File: src/rtl/vga_pkg.sv
// Shared VGA timing constants, state encoding and the timing bus payload
// consumed by downstream draw stages.
package vga_pkg;

  localparam int unsigned VGA_CNT_W = 11;

  // 800x600@60, 40 MHz pixel rate
  localparam int unsigned M800_H_ACTIVE     = 800;
  localparam int unsigned M800_H_SYNC_START = 840;
  localparam int unsigned M800_H_SYNC_END   = 968;
  localparam int unsigned M800_H_TOTAL      = 1056;
  localparam int unsigned M800_V_ACTIVE     = 600;
  localparam int unsigned M800_V_SYNC_START = 601;
  localparam int unsigned M800_V_SYNC_END   = 605;
  localparam int unsigned M800_V_TOTAL      = 628;
  localparam bit          M800_H_SYNC_POL   = 1'b1;
  localparam bit          M800_V_SYNC_POL   = 1'b1;

  // 1024x768@60, 65 MHz pixel rate, negative syncs
  localparam int unsigned M1024_H_ACTIVE     = 1024;
  localparam int unsigned M1024_H_SYNC_START = 1048;
  localparam int unsigned M1024_H_SYNC_END   = 1184;
  localparam int unsigned M1024_H_TOTAL      = 1344;
  localparam int unsigned M1024_V_ACTIVE     = 768;
  localparam int unsigned M1024_V_SYNC_START = 771;
  localparam int unsigned M1024_V_SYNC_END   = 777;
  localparam int unsigned M1024_V_TOTAL      = 806;
  localparam bit          M1024_H_SYNC_POL   = 1'b0;
  localparam bit          M1024_V_SYNC_POL   = 1'b0;

  typedef struct packed {
    logic [VGA_CNT_W-1:0] hcount;
    logic [VGA_CNT_W-1:0] vcount;
    logic                 hblnk;
    logic                 vblnk;
    logic                 hsync;
    logic                 vsync;
  } vga_timing_t;

  // ST_ARMED: waiting for the first enabled edge after reset to present (0,0)
  typedef enum logic {
    ST_ARMED = 1'b0,
    ST_RUN   = 1'b1
  } gen_state_e;

  function automatic bit axis_ok(input int unsigned active, input int unsigned sync_start,
                                 input int unsigned sync_end, input int unsigned total,
                                 input int unsigned cnt_w);
    return (active < sync_start) && (sync_start < sync_end) && (sync_end <= total) &&
           (64'(total) <= (64'd1 << cnt_w));
  endfunction

endpackage

File: src/rtl/vga_axis_counter.sv
// One timing axis: wrapping counter with blanking and sync flags decoded from
// the next count so they register alongside it.
module vga_axis_counter
  import vga_pkg::*;
#(
  parameter int unsigned CNT_W      = 11,
  parameter int unsigned TOTAL      = 1056,
  parameter int unsigned ACTIVE     = 800,
  parameter int unsigned SYNC_START = 840,
  parameter int unsigned SYNC_END   = 968,
  parameter bit          POL        = 1'b1
) (
  input  logic             clk,
  input  logic             rst,
  input  logic             start,
  input  logic             inc,
  output logic [CNT_W-1:0] count,
  output logic             blnk,
  output logic             sync,
  output logic             wrap
);

  if (!axis_ok(ACTIVE, SYNC_START, SYNC_END, TOTAL, CNT_W)) begin : g_bad_timing
    $error("vga_axis_counter: need ACTIVE < SYNC_START < SYNC_END <= TOTAL <= 2**CNT_W");
  end

  // One bit wider so SYNC_END/TOTAL equal to 2**CNT_W do not truncate
  localparam logic [CNT_W-1:0] LAST    = CNT_W'(TOTAL - 1);
  localparam logic [CNT_W:0]   ACT_X   = (CNT_W+1)'(ACTIVE);
  localparam logic [CNT_W:0]   SS_X    = (CNT_W+1)'(SYNC_START);
  localparam logic [CNT_W:0]   SE_X    = (CNT_W+1)'(SYNC_END);

  logic [CNT_W-1:0] count_q, count_d;
  logic             blnk_q, blnk_d;
  logic             sync_q, sync_d;
  logic [CNT_W:0]   count_x;
  logic             in_sync_c;

  // Combinational: true while the current count is the last of the axis
  assign wrap = (count_q == LAST);

  always_comb begin
    count_d   = count_q;
    blnk_d    = blnk_q;
    sync_d    = sync_q;
    count_x   = '0;
    in_sync_c = 1'b0;
    if (start) begin
      count_d = '0;
    end else if (inc) begin
      count_d = wrap ? '0 : count_q + CNT_W'(1);
    end
    if (start || inc) begin
      count_x   = {1'b0, count_d};
      in_sync_c = (count_x >= SS_X) && (count_x < SE_X);
      blnk_d    = (count_x >= ACT_X);
      sync_d    = in_sync_c ? POL : ~POL;
    end
  end

  always_ff @(posedge clk or posedge rst) begin
    if (rst) begin
      count_q <= '0;
      blnk_q  <= 1'b0;
      sync_q  <= ~POL;
    end else begin
      count_q <= count_d;
      blnk_q  <= blnk_d;
      sync_q  <= sync_d;
    end
  end

  assign count = count_q;
  assign blnk  = blnk_q;
  assign sync  = sync_q;

endmodule

File: src/rtl/vga_timing_gen.sv
// Parametrised VGA timing generator: pixel/line counters, blanking, sync and
// line/frame start strobes, all registered and advanced by the pixel enable.
module vga_timing_gen
  import vga_pkg::*;
#(
  parameter int unsigned CNT_W        = VGA_CNT_W,
  parameter int unsigned H_ACTIVE     = M800_H_ACTIVE,
  parameter int unsigned H_SYNC_START = M800_H_SYNC_START,
  parameter int unsigned H_SYNC_END   = M800_H_SYNC_END,
  parameter int unsigned H_TOTAL      = M800_H_TOTAL,
  parameter int unsigned V_ACTIVE     = M800_V_ACTIVE,
  parameter int unsigned V_SYNC_START = M800_V_SYNC_START,
  parameter int unsigned V_SYNC_END   = M800_V_SYNC_END,
  parameter int unsigned V_TOTAL      = M800_V_TOTAL,
  parameter bit          H_SYNC_POL   = M800_H_SYNC_POL,
  parameter bit          V_SYNC_POL   = M800_V_SYNC_POL
) (
  input  logic             clk,
  input  logic             rst,
  input  logic             ce,
  output logic [CNT_W-1:0] hcount,
  output logic [CNT_W-1:0] vcount,
  output logic             hblnk,
  output logic             vblnk,
  output logic             hsync,
  output logic             vsync,
  output logic             line_start,
  output logic             frame_start
);

  gen_state_e state_q, state_d;
  logic       line_start_q, line_start_d;
  logic       frame_start_q, frame_start_d;
  logic       start_c;
  logic       h_wrap_c, v_wrap_c;
  logic       v_inc_c;

  // First enabled edge after reset reloads (0,0) instead of incrementing
  always_comb begin
    state_d       = state_q;
    start_c       = 1'b0;
    line_start_d  = line_start_q;
    frame_start_d = frame_start_q;
    case (state_q)
      ST_ARMED: begin
        if (ce) begin
          start_c = 1'b1;
          state_d = ST_RUN;
        end
      end
      ST_RUN:  state_d = ST_RUN;
      default: state_d = ST_ARMED;
    endcase
    if (ce) begin
      line_start_d  = start_c | h_wrap_c;
      frame_start_d = start_c | (h_wrap_c & v_wrap_c);
    end
  end

  always_ff @(posedge clk or posedge rst) begin
    if (rst) begin
      state_q       <= ST_ARMED;
      line_start_q  <= 1'b0;
      frame_start_q <= 1'b0;
    end else begin
      state_q       <= state_d;
      line_start_q  <= line_start_d;
      frame_start_q <= frame_start_d;
    end
  end

  assign v_inc_c = ce & h_wrap_c;

  vga_axis_counter #(
    .CNT_W      (CNT_W),
    .TOTAL      (H_TOTAL),
    .ACTIVE     (H_ACTIVE),
    .SYNC_START (H_SYNC_START),
    .SYNC_END   (H_SYNC_END),
    .POL        (H_SYNC_POL)
  ) u_h_axis (
    .clk   (clk),
    .rst   (rst),
    .start (start_c),
    .inc   (ce),
    .count (hcount),
    .blnk  (hblnk),
    .sync  (hsync),
    .wrap  (h_wrap_c)
  );

  vga_axis_counter #(
    .CNT_W      (CNT_W),
    .TOTAL      (V_TOTAL),
    .ACTIVE     (V_ACTIVE),
    .SYNC_START (V_SYNC_START),
    .SYNC_END   (V_SYNC_END),
    .POL        (V_SYNC_POL)
  ) u_v_axis (
    .clk   (clk),
    .rst   (rst),
    .start (start_c),
    .inc   (v_inc_c),
    .count (vcount),
    .blnk  (vblnk),
    .sync  (vsync),
    .wrap  (v_wrap_c)
  );

  assign line_start  = line_start_q;
  assign frame_start = frame_start_q;

endmodule

File: config.mk
export PLATFORM = sky130hd
export DESIGN_NAME = vga_timing_gen
export DESIGN_NICKNAME = d
export VERILOG_FILES = /design/src/rtl/vga_pkg.sv /design/src/rtl/vga_axis_counter.sv /design/src/rtl/vga_timing_gen.sv
export SDC_FILE = /design/constraint.sdc
export NUM_CORES = 1
export LEC_CHECK = 0
export BUFFER_PORTS_ARGS = -buffer_cell sky130_fd_sc_hd__buf_2
export CORE_UTILIZATION = 40
export CTS_CLUSTER_DIAMETER = 120
export CTS_CLUSTER_SIZE = 30
export DETAILED_ROUTE_END_ITERATION = 16
export HOLD_SLACK_MARGIN = 0.02
export PLACE_DENSITY = 0.67
export RECOVER_POWER = 100
export SYNTH_ARGS = -nofsm -noshare
export SYNTH_HDL_FRONTEND = slang
export SYNTH_HIERARCHICAL = 1
export SYNTH_SLANG_ARGS = --single-unit
export TNS_END_PERCENT = 5
File: constraint.sdc
create_clock -name clk -period 2.9 [get_ports clk]
set_clock_uncertainty 0.15 [all_clocks]
set_input_delay 0.145 -clock clk [delete_from_list [all_inputs] [get_ports clk]]
set_output_delay 0.145 -clock clk [all_outputs]
set_load 0.02 [all_outputs]
Word-level counts from Yosys, hierarchy flattened
Cells that the tools add are included.
{"block": "word_totals", "mem_count": 0, "romBits": 0, "latch_bits": 0, "mem_bits_rw": 0, "register_bits": 29}
{"block": "classes", "multipliers": 0, "order_cmp": 6, "n_mux": 11, "n_reduce_logical": 4, "n_addsub": 2, "shift": 0, "eq_ne": 2, "n_div": 0, "bitwise_logic": 5}
{"operator": "$mux W11", "n": 6}
{"operator": "$ge A11 B10 Y1 const B", "n": 4}
{"operator": "$add A11 B1 Y11 const B", "n": 2}
{"operator": "$lt A11 B10 Y1 const B", "n": 2}
{"operator": "$eq A11 B10 Y1 const B", "n": 1}
{"operator": "$eq A11 B11 Y1 const B", "n": 1}
{"operator": "$mux W1", "n": 4}
{"operator": "$and A1 B1 Y1", "n": 2}
{"operator": "$logic_and A1 B1 Y1", "n": 2}
{"operator": "$logic_or A1 B1 Y1", "n": 2}
{"operator": "$or A1 B1 Y1", "n": 2}
{"operator": "$pmux W1 S2", "n": 1}
{"operator": "$not A1 Y1", "n": 1}

Logic depth before layout (Yosys ltp)
{"block": "logic_depth", "word_depth": 7, "mapped_depth": 13}

Modules after synthesis
Netlist, hierarchy kept.
{"mod": "vga_axis_counter (u_v_axis)", "seq_area_each_um2": 325.3, "area_each_um2": 978.4, "instances": 1, "cells_per_inst": 116}
{"mod": "vga_axis_counter (u_h_axis)", "seq_area_each_um2": 325.3, "area_each_um2": 824.5, "instances": 1, "cells_per_inst": 88}
{"mod": "vga_timing_gen", "seq_area_each_um2": 75.1, "area_each_um2": 125.1, "instances": 1, "cells_per_inst": 12}

Worst setup path before layout
No wires, ideal clock.
{"block": "synth_timing", "path_type": "register -> register", "start": "reg u_h_axis.count_q[7], in the netlist u_h_axis/count[7]", "end": "reg u_v_axis.sync_q, in the netlist u_v_axis/sync", "t_required_ps": 2630, "period_less_slack_ps": 2945, "setup_time_ps": 120, "setup_slack_ps": -45, "path_stages_with_launch": 12, "t_arrival_ps": 2676, "path_cell_list": "dfrtp_1 buf_6 nor4b_4 nand2_1 nor3_1 and2_2 nand4_1 or3_1 mux2i_1 o21ai_0 nor2_1 a31o_1"}
{"block": "synth_via", "elab_chain_cells": 7, "elab_cells_between_ends": 9, "cone_classes": "2 x order compare; 1 x eq/ne; 3 x mux; 1 x bitwise; 2 x reduce/logical"}
{"element": "start, declared", "line_no": "vga_axis_counter.sv:33", "text": "logic [CNT_W-1:0] count_q, count_d;"}
{"element": "start signal, assigned", "line_no": "vga_axis_counter.sv:67", "text": "count_q <= count_d;"}
{"element": "$eq A11 B11 Y1 *", "line_no": "vga_axis_counter.sv:40", "text": "assign wrap = (count_q == LAST);"}
{"element": "via h_wrap_c", "line_no": "vga_timing_gen.sv:35", "text": "logic h_wrap_c, v_wrap_c;"}
{"element": "$and A1 B1 Y1 *", "line_no": "vga_timing_gen.sv:72", "text": "assign v_inc_c = ce & h_wrap_c;"}
{"element": "via v_inc_c", "line_no": "vga_timing_gen.sv:36", "text": "logic v_inc_c;"}
{"element": "$mux W11", "line_no": "vga_axis_counter.sv:50", "text": "end else if (inc) begin"}
{"element": "$mux W11", "line_no": "vga_axis_counter.sv:48", "text": "if (start) begin"}
{"element": "$ge A11 B10 Y1 / $lt A11 B10 Y1 (equally long branches)", "line_no": "vga_axis_counter.sv:55", "text": "in_sync_c = (count_x >= SS_X) && (count_x < SE_X);"}
{"element": "$logic_and A1 B1 Y1", "line_no": "vga_axis_counter.sv:55"}
{"element": "$mux W1", "line_no": "vga_axis_counter.sv:57", "text": "sync_d = in_sync_c ? POL : ~POL;"}
{"element": "end signal, assigned", "line_no": "vga_axis_counter.sv:65", "text": "sync_q <= ~POL;"}
{"element": "end signal, assigned", "line_no": "vga_axis_counter.sv:69", "text": "sync_q <= sync_d;"}
{"element": "end, declared", "line_no": "vga_axis_counter.sv:35", "text": "logic sync_q, sync_d;"}
Mark *: on every way through the listed nets, which the timed path passes. The rest lies on a longest branch.
A chain may end at the register's enable or synchronous reset.

Final worst setup path
Same ends and word-level chain as after synthesis.

==> out/results.tsv <==
metric	value	unit
DP Area	2148	um^2
Max Buffers Root-to-Sink	2	
Wirelength per Cell	14.62	um
crit path capture type	flip-flop	
CP max FO	4	
Placeable Area	4504	um^2
Crit path required time	2.93	ns
Synth area leader	dfrtp_1	
final std cells w/o fill	307	
post-route minimum period	2.741	ns
Die Y	71.43	um
GPL Wtd Cong	0.8111	
Max Clock Freq	364.8	MHz
Synthesis Warnings	6	
grt total ovfl	0	
Tcrit/Tclk final	0.9451	
cell area after synthesis	1928	um^2
GRT Total Usage	0.1862	
area grow syn2layout	13.30	%
Diodes inserted	0	
clock share of power	0.295	
Reg power frac	0.454	
Post-synth ARST share	1.000	
Sw Pwr	415.6	uW
Synth Flop Type	dfrtp_1	
Crit Path Class	flip-flop to flip-flop	
main combinational cell family by area after synthesis	simple AND/OR/NAND/NOR gates	
CTS clk-pin slew, worst paths	0.07	ns
CTS H-tree depth	2	
maximum vdd drop	197.2	uV
R2R cell count	10	
vias in the first global route	1591	
Design Area, Final	2185	um^2
final hold viol count	0	
first-pass GRT wire length	7403	um
XOR/XNOR share of the synthesized area	0.07268	
Final Max Tran Viols	0	
EDFF count, synth	0	
Via density	5.537	
die width	71.43	um
P_int	717.0	uW
clk sinks	29	
synthesized area per cell	8.926	um^2
Hold Crit Class	input pin to flip-flop	
total power	1.133	mW
share of cells above drive strength 1	0.1451	
vias	1700	
total iterations of the first detailed-routing run	4	
switch share	0.3670	
status	finished clean	
post-synth cell types	59	
initial antenna violation count	0	
Worst Hold Path Cells	2	
initial DRC count	80	
post-synthesis compound-gate area fraction	0.1525	
crit path DAT	2.77	ns
initial core utilization	0.4281	
Skew-Pair Late Insertion Delay	0.29	ns
Slew Limit Headroom	0.4507	
worst hold slack	0.08665	ns
#FFs+latches synth	29	
Worst-Margin Slew	0.8165	ns
CTS Buf Count	5	
Synth top cells by count	dfrtp_1, nor2_1, nand2_1	
nets	260	
Die ar.	5102	um^2
max-capacitance violation count	0	
DR DRC count	0	
Synth Area in Simple Gates	0.2953	
Comb power frac	0.251	
Std-Cell Rows	24	
mux cell area share after synthesis	0.01557	
final count of negative-setup-slack endpoints	0	
Mapped Cells	216	
IO buf count	30	
Area contributors post-synth	dfrtp_1, nor2_1, xnor2_1, nand2_1, buf_6	
Critical Path Source Type	flip-flop	
clk root buf	clkbuf_8	
sequential fraction of the synthesis area	0.3764	
Pleak	0.9133	nW
Inst Count DP	298	
num ports	31	
post-synth net total	222	
Power Dens Cells	518.5	nW/um^2
post-synthesis adder-cell area fraction	0.01947	
DP HPWL	3133	um
Post-DRT Antenna Nets	0	
Routed WL	4487	um
largest net degree at the start of global routing	17	
Synth top area share	0.3764	
CTS tree	yes	
## cell type report
cell class / count / area, um^2
Fill cell: 450 / 2320
Clock buffer: 5 / 68.82
Tap cell: 52 / 65.06
Clock inverter: 3 / 17.52
Sequential cell: 29 / 725.7
Timing Repair Buffer: 43 / 212.7
Inverter: 11 / 41.29
Multi-Input combinational cell: 164 / 1054
## power by group through the flow
| stage | Combinational, mW | Clock [mW] | Sequential [mW] |
|---|---|---|---|
| floorplan | 0.159 | 0 | 0.567 |
| global placement | 0.287 | 0 | 0.520 |
| detailed placement | 0.293 | 0 | 0.522 |
| CTS | 0.295 | 0.344 | 0.514 |
| global route | 0.312 | 0.364 | 0.526 |
| finish | 0.284 | 0.335 | 0.514 |
## critical path: stages, from the launching register on
cell	delay, ns
dfrtp_1	0.40
nor4b_4	0.31
nand2_1	0.10
nor3_2	0.14
and2_4	0.18
nand4_1	0.18
or3_1	0.42
and4_1	0.21
o211ai_1	0.23
nor2_1	0.07
a31o_1	0.22
## cells in the final DEF (no fill, tap or decap), drive strengths merged, types with 4 or more instances in the layout
master / instances
inv: 11
xnor2: 11
buf: 18
nor2: 30
nand4: 5
nor3: 8
nand2b: 4
nand2: 25
xor2: 5
dfrtp: 29
nand3: 5
o21ai: 6
nor4: 5
clkbuf: 29
a21oi: 6
## through the flow
step / TNS, ns / util / worst slack (ns)
3_5_place_dp: 0 / 0.4769 / 0.1702
6_report: 0 / 0.4850 / 0.1591
5_1_grt: -0.001318 / 0.4850 / -0.001318
2_1_floorplan: 0 / - / 0.01898
3_3_place_gp: 0 / 0.4769 / 0.2019
4_1_cts: 0 / 0.4983 / 0.1487
## kinds of logic after synthesis
kind of cell             Yosys count
AND/OR/NAND/NOR                  103
AO/OA/AOI/OAI                     39
flip-flops                        29
buffers and inverters             23
XOR/XNOR                          16
multiplexers                       3
adder cells (fa/ha/maj)            3
## registers in the layout, summed over array words and instances, names as in the netlist
signal and count:
u_h_axis/sync 1, u_v_axis/blnk 1, u_v_axis/sync 1, u_v_axis/count 11, u_h_axis/blnk 1, u_h_axis/count 11
state_q 1, frame_start 1, line_start 1
## worst paths after layout
| kind | to | from | slack, ns |
|---|---|---|---|
| min | frame_start$_DFFE_PP0P_ | ce | 0.09 |
| min reg2reg | u_h_axis/blnk$_DFFE_PP0P_ | u_h_axis/blnk$_DFFE_PP0P_ | 0.33 |
| max in group asynchronous | u_v_axis/count[7]$_DFF_PP0_ | rst | 1.94 |
| min in group asynchronous | state_q$_DFF_PP0_ | rst | 0.14 |
| max reg2reg | u_v_axis/sync$_DFFE_PP0P_ | u_h_axis/count[7]$_DFF_PP0_ | 0.16 |
| max | u_v_axis/sync$_DFFE_PP0P_ | u_h_axis/count[7]$_DFF_PP0_ | 0.16 |
## layer usage
metal / global-route usage / wire, um / vias up / part of all wire
li1: - / - / 833 / -
met1: 0.2661 / 2281 / 822 / 0.51
met2: 0.2667 / 1986 / 41 / 0.44
met3: 0.05907 / 183 / 4 / 0.041
met4: 0.06000 / 35 / 0 / 0.0078
met5: 0 / 0 / - / 0
## timing repair
action / 4_1_cts / 5_1_grt
gates resized for setup: 0 / 4
endpoints found under the setup margin: 0 / 2
hold buffers: 1 / 0
setup buffers: 0 / 0
endpoints found under the hold margin: 29 / 0
Power figures use the tool's default switching activity.
